$ cat src/rtl/cp_sequencer_40.sv
// -----------------------------------------------------------------------------
// cp_sequencer_40
// Command sequencer placed directly in front of the 40-bit cryptoprocessor.
// Host requests (data write, instruction exec, result read) are queued in a
// FIFO. They are then replayed one at a time onto the processor pins. Each
// instruction's fixed latency is counted out before the next request goes.
// Read results are returned on a valid/ready port.
//
// Ports
//   clk, rst                 rising-edge clock, asynchronous active-high reset
//   req_valid/req_ready      host request handshake (push when both high)
//   req_tag                  00 write, 01 exec, 10 read, 11 reserved
//   req_cmd                  24-bit command word, [23:21] = INS
//   req_d1/req_d2            40-bit operand halves for writes
//   res_valid/res_ready      read result handshake
//   res_d1/res_d2            read result halves
//   busy                     work queued or in progress
//   err                      sticky, a reserved tag was popped
//   cp_command               to command_cp (held between execs)
//   cp_data_en/cp_ins_in/cp_get_output   one-cycle strobes to the processor
//   cp_din_1/cp_din_2        to din_1/din_2 (held between writes)
//   cp_dout_1/cp_dout_2      from dout_1/dout_2
// -----------------------------------------------------------------------------
module cp_sequencer_40 #(
    parameter int DEPTH   = 8,
    parameter int LAT_ADD = 2,
    parameter int LAT_SUB = 2,
    parameter int LAT_MUL = 6,
    parameter int LAT_DEF = 1,
    parameter int RD_LAT  = 1
) (
    input  logic        clk,
    input  logic        rst,
    input  logic        req_valid,
    output logic        req_ready,
    input  logic [1:0]  req_tag,
    input  logic [23:0] req_cmd,
    input  logic [39:0] req_d1,
    input  logic [39:0] req_d2,
    output logic        res_valid,
    input  logic        res_ready,
    output logic [39:0] res_d1,
    output logic [39:0] res_d2,
    output logic        busy,
    output logic        err,
    output logic [23:0] cp_command,
    output logic        cp_data_en,
    output logic        cp_ins_in,
    output logic        cp_get_output,
    output logic [39:0] cp_din_1,
    output logic [39:0] cp_din_2,
    input  logic [39:0] cp_dout_1,
    input  logic [39:0] cp_dout_2
);

    localparam int AW = $clog2(DEPTH);
    // The wait counter is 8 bits wide, so latencies up to 255 cycles are supported.
    localparam int CW = 8;
    localparam logic [AW:0] FULL_CNT = (AW+1)'(DEPTH);

    localparam logic [1:0] TAG_WR = 2'b00;
    localparam logic [1:0] TAG_EX = 2'b01;
    localparam logic [1:0] TAG_RD = 2'b10;

    typedef enum logic [2:0] {
        S_IDLE  = 3'd0,
        S_WR    = 3'd1,
        S_EX    = 3'd2,
        S_WAIT  = 3'd3,
        S_RD    = 3'd4,
        S_RWAIT = 3'd5,
        S_RESP  = 3'd6
    } state_t;

    // Maps an instruction code to the number of wait cycles after its issue.
    function automatic logic [CW-1:0] lat_of(input logic [2:0] ins);
        logic [CW-1:0] l;
        case (ins)
            3'd1:    l = CW'(LAT_ADD);
            3'd2:    l = CW'(LAT_SUB);
            3'd3:    l = CW'(LAT_MUL);
            default: l = CW'(LAT_DEF);
        endcase
        return l;
    endfunction

    // FIFO storage and bookkeeping
    logic [1:0]    tag_mem [DEPTH];
    logic [23:0]   cmd_mem [DEPTH];
    logic [39:0]   d1_mem  [DEPTH];
    logic [39:0]   d2_mem  [DEPTH];
    logic [AW-1:0] wr_ptr_r;
    logic [AW-1:0] rd_ptr_r;
    logic [AW:0]   count_r;
    logic [AW:0]   count_s;
    logic          push_s;
    logic          pop_s;

    logic [1:0]    head_tag_s;
    logic [23:0]   head_cmd_s;
    logic [39:0]   head_d1_s;
    logic [39:0]   head_d2_s;

    // Sequencer state and registered outputs
    state_t        state_r, state_s;
    logic [CW-1:0] cnt_r, cnt_s;
    logic          err_r, err_s;
    logic          req_ready_r;
    logic          busy_r;
    logic          res_valid_r, res_valid_s;
    logic [39:0]   res_d1_r, res_d1_s;
    logic [39:0]   res_d2_r, res_d2_s;
    logic [23:0]   cp_command_r, cp_command_s;
    logic          cp_data_en_r, cp_data_en_s;
    logic          cp_ins_in_r, cp_ins_in_s;
    logic          cp_get_output_r, cp_get_output_s;
    logic [39:0]   cp_din_1_r, cp_din_1_s;
    logic [39:0]   cp_din_2_r, cp_din_2_s;

    // A push is gated by the registered ready so a full FIFO can never be overwritten.
    assign push_s = req_valid && req_ready_r;

    assign head_tag_s = tag_mem[rd_ptr_r];
    assign head_cmd_s = cmd_mem[rd_ptr_r];
    assign head_d1_s  = d1_mem[rd_ptr_r];
    assign head_d2_s  = d2_mem[rd_ptr_r];

    // FIFO payload write (storage needs no reset, pointers define validity)
    always_ff @(posedge clk) begin
        if (push_s) begin
            tag_mem[wr_ptr_r] <= req_tag;
            cmd_mem[wr_ptr_r] <= req_cmd;
            d1_mem[wr_ptr_r]  <= req_d1;
            d2_mem[wr_ptr_r]  <= req_d2;
        end
    end

    // Next FIFO occupancy from this cycle's push/pop pair
    always_comb begin
        count_s = count_r;
        case ({push_s, pop_s})
            2'b10:   count_s = count_r + 1'b1;
            2'b01:   count_s = count_r - 1'b1;
            default: count_s = count_r;
        endcase
    end

    // FIFO pointers, occupancy and the registered ready/busy flags
    always_ff @(posedge clk or posedge rst) begin
        if (rst) begin
            wr_ptr_r    <= '0;
            rd_ptr_r    <= '0;
            count_r     <= '0;
            req_ready_r <= 1'b0;
            busy_r      <= 1'b0;
        end else begin
            if (push_s) begin
                wr_ptr_r <= wr_ptr_r + 1'b1;
            end
            if (pop_s) begin
                rd_ptr_r <= rd_ptr_r + 1'b1;
            end
            count_r     <= count_s;
            req_ready_r <= (count_s != FULL_CNT);
            busy_r      <= (state_s != S_IDLE) || (count_s != '0);
        end
    end

    // Next-state and next-output logic of the replay FSM
    always_comb begin
        state_s         = state_r;
        cnt_s           = cnt_r;
        err_s           = err_r;
        pop_s           = 1'b0;
        res_valid_s     = res_valid_r;
        res_d1_s        = res_d1_r;
        res_d2_s        = res_d2_r;
        cp_command_s    = cp_command_r;
        cp_data_en_s    = 1'b0;
        cp_ins_in_s     = 1'b0;
        cp_get_output_s = 1'b0;
        cp_din_1_s      = cp_din_1_r;
        cp_din_2_s      = cp_din_2_r;
        case (state_r)
            S_IDLE: begin
                if (count_r != '0) begin
                    pop_s = 1'b1;
                    // Strobes are loaded on the dispatch edge so they are
                    // high exactly while the FSM sits in the action state.
                    case (head_tag_s)
                        TAG_WR: begin
                            state_s      = S_WR;
                            cp_data_en_s = 1'b1;
                            cp_din_1_s   = head_d1_s;
                            cp_din_2_s   = head_d2_s;
                        end
                        TAG_EX: begin
                            state_s      = S_EX;
                            cnt_s        = lat_of(head_cmd_s[23:21]);
                            cp_ins_in_s  = 1'b1;
                            cp_command_s = head_cmd_s;
                        end
                        TAG_RD: begin
                            state_s         = S_RD;
                            cnt_s           = CW'(RD_LAT);
                            cp_get_output_s = 1'b1;
                        end
                        default: begin
                            // Reserved tag: dropped without touching the processor.
                            err_s = 1'b1;
                        end
                    endcase
                end else begin
                    state_s = S_IDLE;
                end
            end
            S_WR: begin
                state_s = S_IDLE;
            end
            S_EX: begin
                if (cnt_r == 8'd0) begin
                    state_s = S_IDLE;
                end else begin
                    state_s = S_WAIT;
                end
            end
            S_WAIT: begin
                if (cnt_r <= 8'd1) begin
                    cnt_s   = 8'd0;
                    state_s = S_IDLE;
                end else begin
                    cnt_s = cnt_r - 8'd1;
                end
            end
            S_RD: begin
                state_s = S_RWAIT;
            end
            S_RWAIT: begin
                // The last counted cycle is the one in which dout is valid.
                if (cnt_r <= 8'd1) begin
                    cnt_s       = 8'd0;
                    res_valid_s = 1'b1;
                    res_d1_s    = cp_dout_1;
                    res_d2_s    = cp_dout_2;
                    state_s     = S_RESP;
                end else begin
                    cnt_s = cnt_r - 8'd1;
                end
            end
            S_RESP: begin
                if (res_valid_r && res_ready) begin
                    res_valid_s = 1'b0;
                    res_d1_s    = 40'd0;
                    res_d2_s    = 40'd0;
                    state_s     = S_IDLE;
                end else begin
                    state_s = S_RESP;
                end
            end
            default: begin
                state_s = S_IDLE;
            end
        endcase
    end

    // FSM state, wait counter and all registered processor/host outputs
    always_ff @(posedge clk or posedge rst) begin
        if (rst) begin
            state_r         <= S_IDLE;
            cnt_r           <= '0;
            err_r           <= 1'b0;
            res_valid_r     <= 1'b0;
            res_d1_r        <= '0;
            res_d2_r        <= '0;
            cp_command_r    <= '0;
            cp_data_en_r    <= 1'b0;
            cp_ins_in_r     <= 1'b0;
            cp_get_output_r <= 1'b0;
            cp_din_1_r      <= '0;
            cp_din_2_r      <= '0;
        end else begin
            state_r         <= state_s;
            cnt_r           <= cnt_s;
            err_r           <= err_s;
            res_valid_r     <= res_valid_s;
            res_d1_r        <= res_d1_s;
            res_d2_r        <= res_d2_s;
            cp_command_r    <= cp_command_s;
            cp_data_en_r    <= cp_data_en_s;
            cp_ins_in_r     <= cp_ins_in_s;
            cp_get_output_r <= cp_get_output_s;
            cp_din_1_r      <= cp_din_1_s;
            cp_din_2_r      <= cp_din_2_s;
        end
    end

    assign req_ready     = req_ready_r;
    assign busy          = busy_r;
    assign err           = err_r;
    assign res_valid     = res_valid_r;
    assign res_d1        = res_d1_r;
    assign res_d2        = res_d2_r;
    assign cp_command    = cp_command_r;
    assign cp_data_en    = cp_data_en_r;
    assign cp_ins_in     = cp_ins_in_r;
    assign cp_get_output = cp_get_output_r;
    assign cp_din_1      = cp_din_1_r;
    assign cp_din_2      = cp_din_2_r;

endmodule
$ cat config.mk
export PLATFORM = sky130hd
export DESIGN_NAME = cp_sequencer_40
export DESIGN_NICKNAME = d
export VERILOG_FILES = /design/src/rtl/cp_sequencer_40.sv
export SDC_FILE = /design/constraint.sdc
export NUM_CORES = 1
export LEC_CHECK = 0
export CAP_MARGIN = 20
export CORE_UTILIZATION = 30
export CTS_BUF_LIST = sky130_fd_sc_hd__clkbuf_4 sky130_fd_sc_hd__clkbuf_8
export DETAILED_ROUTE_END_ITERATION = 16
export SETUP_SLACK_MARGIN = 0.3
export SLEW_MARGIN = 20
export SYNTH_ARGS = -nofsm -noshare
export SYNTH_HDL_FRONTEND = slang
export SYNTH_SLANG_ARGS = --single-unit
$ cat constraint.sdc
create_clock -name clk -period 9.4 [get_ports clk]
set_input_delay 1.88 -clock clk [delete_from_list [all_inputs] [get_ports clk]]
set_output_delay 1.88 -clock clk [all_outputs]
set_load 0.02 [all_outputs]
==> flow_metrics.tcl <==
set metrics [dict create \
    post-cts-setup-buffers 0 \
    path_cells "clkdlybuf4s50_1 > nand3_1 > nor3_4 > buf_4 > buf_4" \
    synth-main-ff-cell "edfxtp_1" \
    required_ns 9.86 \
    setup-tns-final_ns 0 \
    numCtsBuffers 174 \
    synth_edf_count 848 \
    reg2reg_slack_ns 5.45 \
    post_drt_wl_per_cell_um 21.0 \
    hold_end "cp_din_2[34]$_DFFE_PP0P_" \
    drv_cap 0 \
    drcViolationCount 0 \
    clk_path_buf_depth 3 \
    overflow 0 \
    fmax_mhz 229 \
    num_vias 20400 \
    firstDrtPassIters 5 \
    grt_pass1_wl_mm 139 \
    clock-sinks 1060 \
    synth_top_cell_by_area "edfxtp_1" \
    final_cell_mix "edfxtp_1, clkdlybuf4s50_1, nand2_1" \
    cts_max_level 4 \
    worstRegToRegCells 7 \
    ioPinCount 381 \
    die_w_um 367 \
    period_share_pct 46.4 \
    leakage_uw 0.0171 \
    worstMarginPinSlew_ns 1.09 \
    routed_wl_mm 93.3 \
    post-place-ws_ns 4.12 \
    cp_slowest_stage_delay_ns 0.89 \
    seq_area_frac_synth_pct 77.1 \
    die_y_um 367 \
    syn_avg_cell_area_um2 19.3 \
    hp-start "cp_din_2[34]$_DFFE_PP0P_" \
    async_flop_share_pct 20.0 \
    clkTransAtPathRegs_ns 0.06 \
    drv_slew 0 \
    critPathLaunchType "primary input" \
    rows 133 \
    detailedPlacementHpwl_mm 53.2 \
    synth_nets 2269 \
    grt_max_degree 135 \
    path_common_cell "buf_4" \
    fin_ws_ns 5.04 \
    fillers 12200 \
    r2r_end "cp_din_1[34]$_DFFE_PP0P_" \
    reg2reg_from "rd_ptr_r[0]$_DFFE_PP0P_" \
    ys_warn_count 0 \
    initial_core_util_pct 30.3 \
    cts_root_buf "clkbuf_8" \
    power_density_nw_per_um2 312 \
    antenna_left 0 \
    peakVddDrop_mv 0.173 \
    dieArea_um2 134000 \
    placed_area_um2 45800 \
    globalplace.congestion 0.736 \
    syn_inst 2071 \
    synth_cell_types 51 \
    skew_ns 0.0496 \
    cp_data_arrival_time_ns 4.82 \
    io_buffers 380 \
    ys_top_cells_by_area "edfxtp_1, dfrtp_1, mux4_2, mux2i_1, nand2_1" \
    synth_seq_cells 1060 \
    hold_viol_final 0 \
    rsz0062_at_grt "false" \
    antenna_found_initial 30 \
    cts_resized 0 \
    grt_pass1_vias 21400 \
    nNetsFinal 2743 \
    hold_class "reg -> reg" \
    viasPerCell 4.59 \
    hold_buffers 0 \
    multi_input_area_um2 8660 \
    endpoint_kind "register" \
    yosysTopAreaCellShare_pct 63.8 \
    layout-drive-gt1-share_pct 21.4 \
    regArea_um2 30800 \
    crit_type "in -> reg" \
    core_area_um2 132000 \
    drt_iter0_markers 1209 \
    clk_latency_ns 0.87 \
    area_delta_synth_final_pct 24.4 \
    crit_path_top_delay_cell "buf_4" \
    outcome "complete, no violations" \
    tritoncts "yes" \
    grt_use_total_pct 13.9 \
    finalSetupViolations 0 \
    worst_hold_path.num_cells 2 \
    stdcell_area_um2 49700 \
    critPathMaxFanout 61 \
    layout.cells.non_filler 4449 \
    syn_area_um2 39900 \
    dp.cells 4123 \
    layout_commonest_cell "edfxtp_1" \
    slew_headroom_pct 27.6 \
    min_period_ns 4.36 \
]
==> cells by family (layout without fill, tap and decap cells) <==
| kind of cell | after synthesis | in the layout | share of synthesized area [%] |
|---|---|---|---|
| AOI/OAI and AO/OA | 217 | 217 | 2.93 |
| DFF | 1060 | 1060 | 77.1 |
| other | 0 | 4 | 0 |
| xor gates and xnor gates | 9 | 9 | 0.198 |
| adders and majority gates | 8 | 8 | 0.270 |
| and+or+nand+nor | 325 | 325 | 3.25 |
| buffers and inverters | 128 | 747 | 1.43 |
| muxes | 324 | 324 | 14.8 |
==> flip-flops by register name, indices dropped and copies added, names as in the netlist <==
| name | count |
|---|---|
| cp_get_output | 1 |
| cnt_r | 8 |
| count_r | 4 |
| d1_mem | 320 |
| cp_din_2 | 40 |
| req_ready | 1 |
| cp_ins_in | 1 |
| d2_mem | 320 |
| res_d1 | 40 |
| cp_command | 24 |
| rd_ptr_r | 3 |
| cp_data_en | 1 |
| tag_mem | 16 |
| cp_din_1 | 40 |
| state_r | 3 |
| err | 1 |
| res_valid | 1 |
| wr_ptr_r | 3 |
| cmd_mem | 192 |
| res_d2 | 40 |
| busy | 1 |
==> cell type report <==
cell class	count	area share, %
sequential	1060	62.0
tap	1755	4.42
antenna	4	0.0202
multi-input combinational	883	17.4
clock buffer	269	6.65
timing repair buffer	411	8.27
inverter	15	0.129
clock inverter	52	1.07
==> critical path: cells and delay by family <==
| family | cells | cell delay [ns] |
|---|---|---|
| buffers and inverters | 3 | 2.18 |
| AND/OR/NAND/NOR | 2 | 0.61 |
==> stage by stage <==
stage / hold slack (ns) / power, uW / utilization, %
2_1_floorplan: 0.489 / 9530 / -
3_3_place_gp: 0.452 / 11300 / 34.7
3_5_place_dp: 0.476 / 11400 / 34.7
4_1_cts: 0.490 / 15800 / 37.6
5_1_grt: 0.500 / 16400 / 37.7
6_report: 0.485 / 15500 / 37.7
==> power by group <==
| group | internal [uW] | switching [uW] |
|---|---|---|
| combinational | 2140 | 2540 |
| sequential | 5990 | 509 |
| clock | 2450 | 1870 |
==> Yosys cell counts, types with 11 or more instances <==
cell        n
edfxtp_1  848
nand2_1   280
dfrtp_1   212
mux4_2    212
o21ai_1   115
mux2i_1   107
o21ai_0    74
clkbuf_1   60
buf_2      39
nor2_1     16
inv_1      15
buf_4      11
==> worst max path at each step <==
stage / to / startpoint
CTS: cmd_mem[1][7]$_DFFE_PP_ / req_valid
global route: cmd_mem[1][7]$_DFFE_PP_ / req_valid
floorplan: busy$_DFF_PP0_ / rst
global placement: cmd_mem[1][13]$_DFFE_PP_ / req_valid
detailed placement: cmd_mem[1][13]$_DFFE_PP_ / req_valid
finish: cmd_mem[1][7]$_DFFE_PP_ / req_valid
==> per-layer routing <==
metal / track usage (%) / up-vias / part of all wire, %
met2: 21.2 / 660 / 46
met4: 4.42 / 36 / 2.0
met3: 4.64 / 163 / 7.5
met5: 0 / - / 0.24
met1: 18.7 / 10400 / 45
li1: - / 9126 / -
No activity file was read; power rests on OpenSTA's default activity.
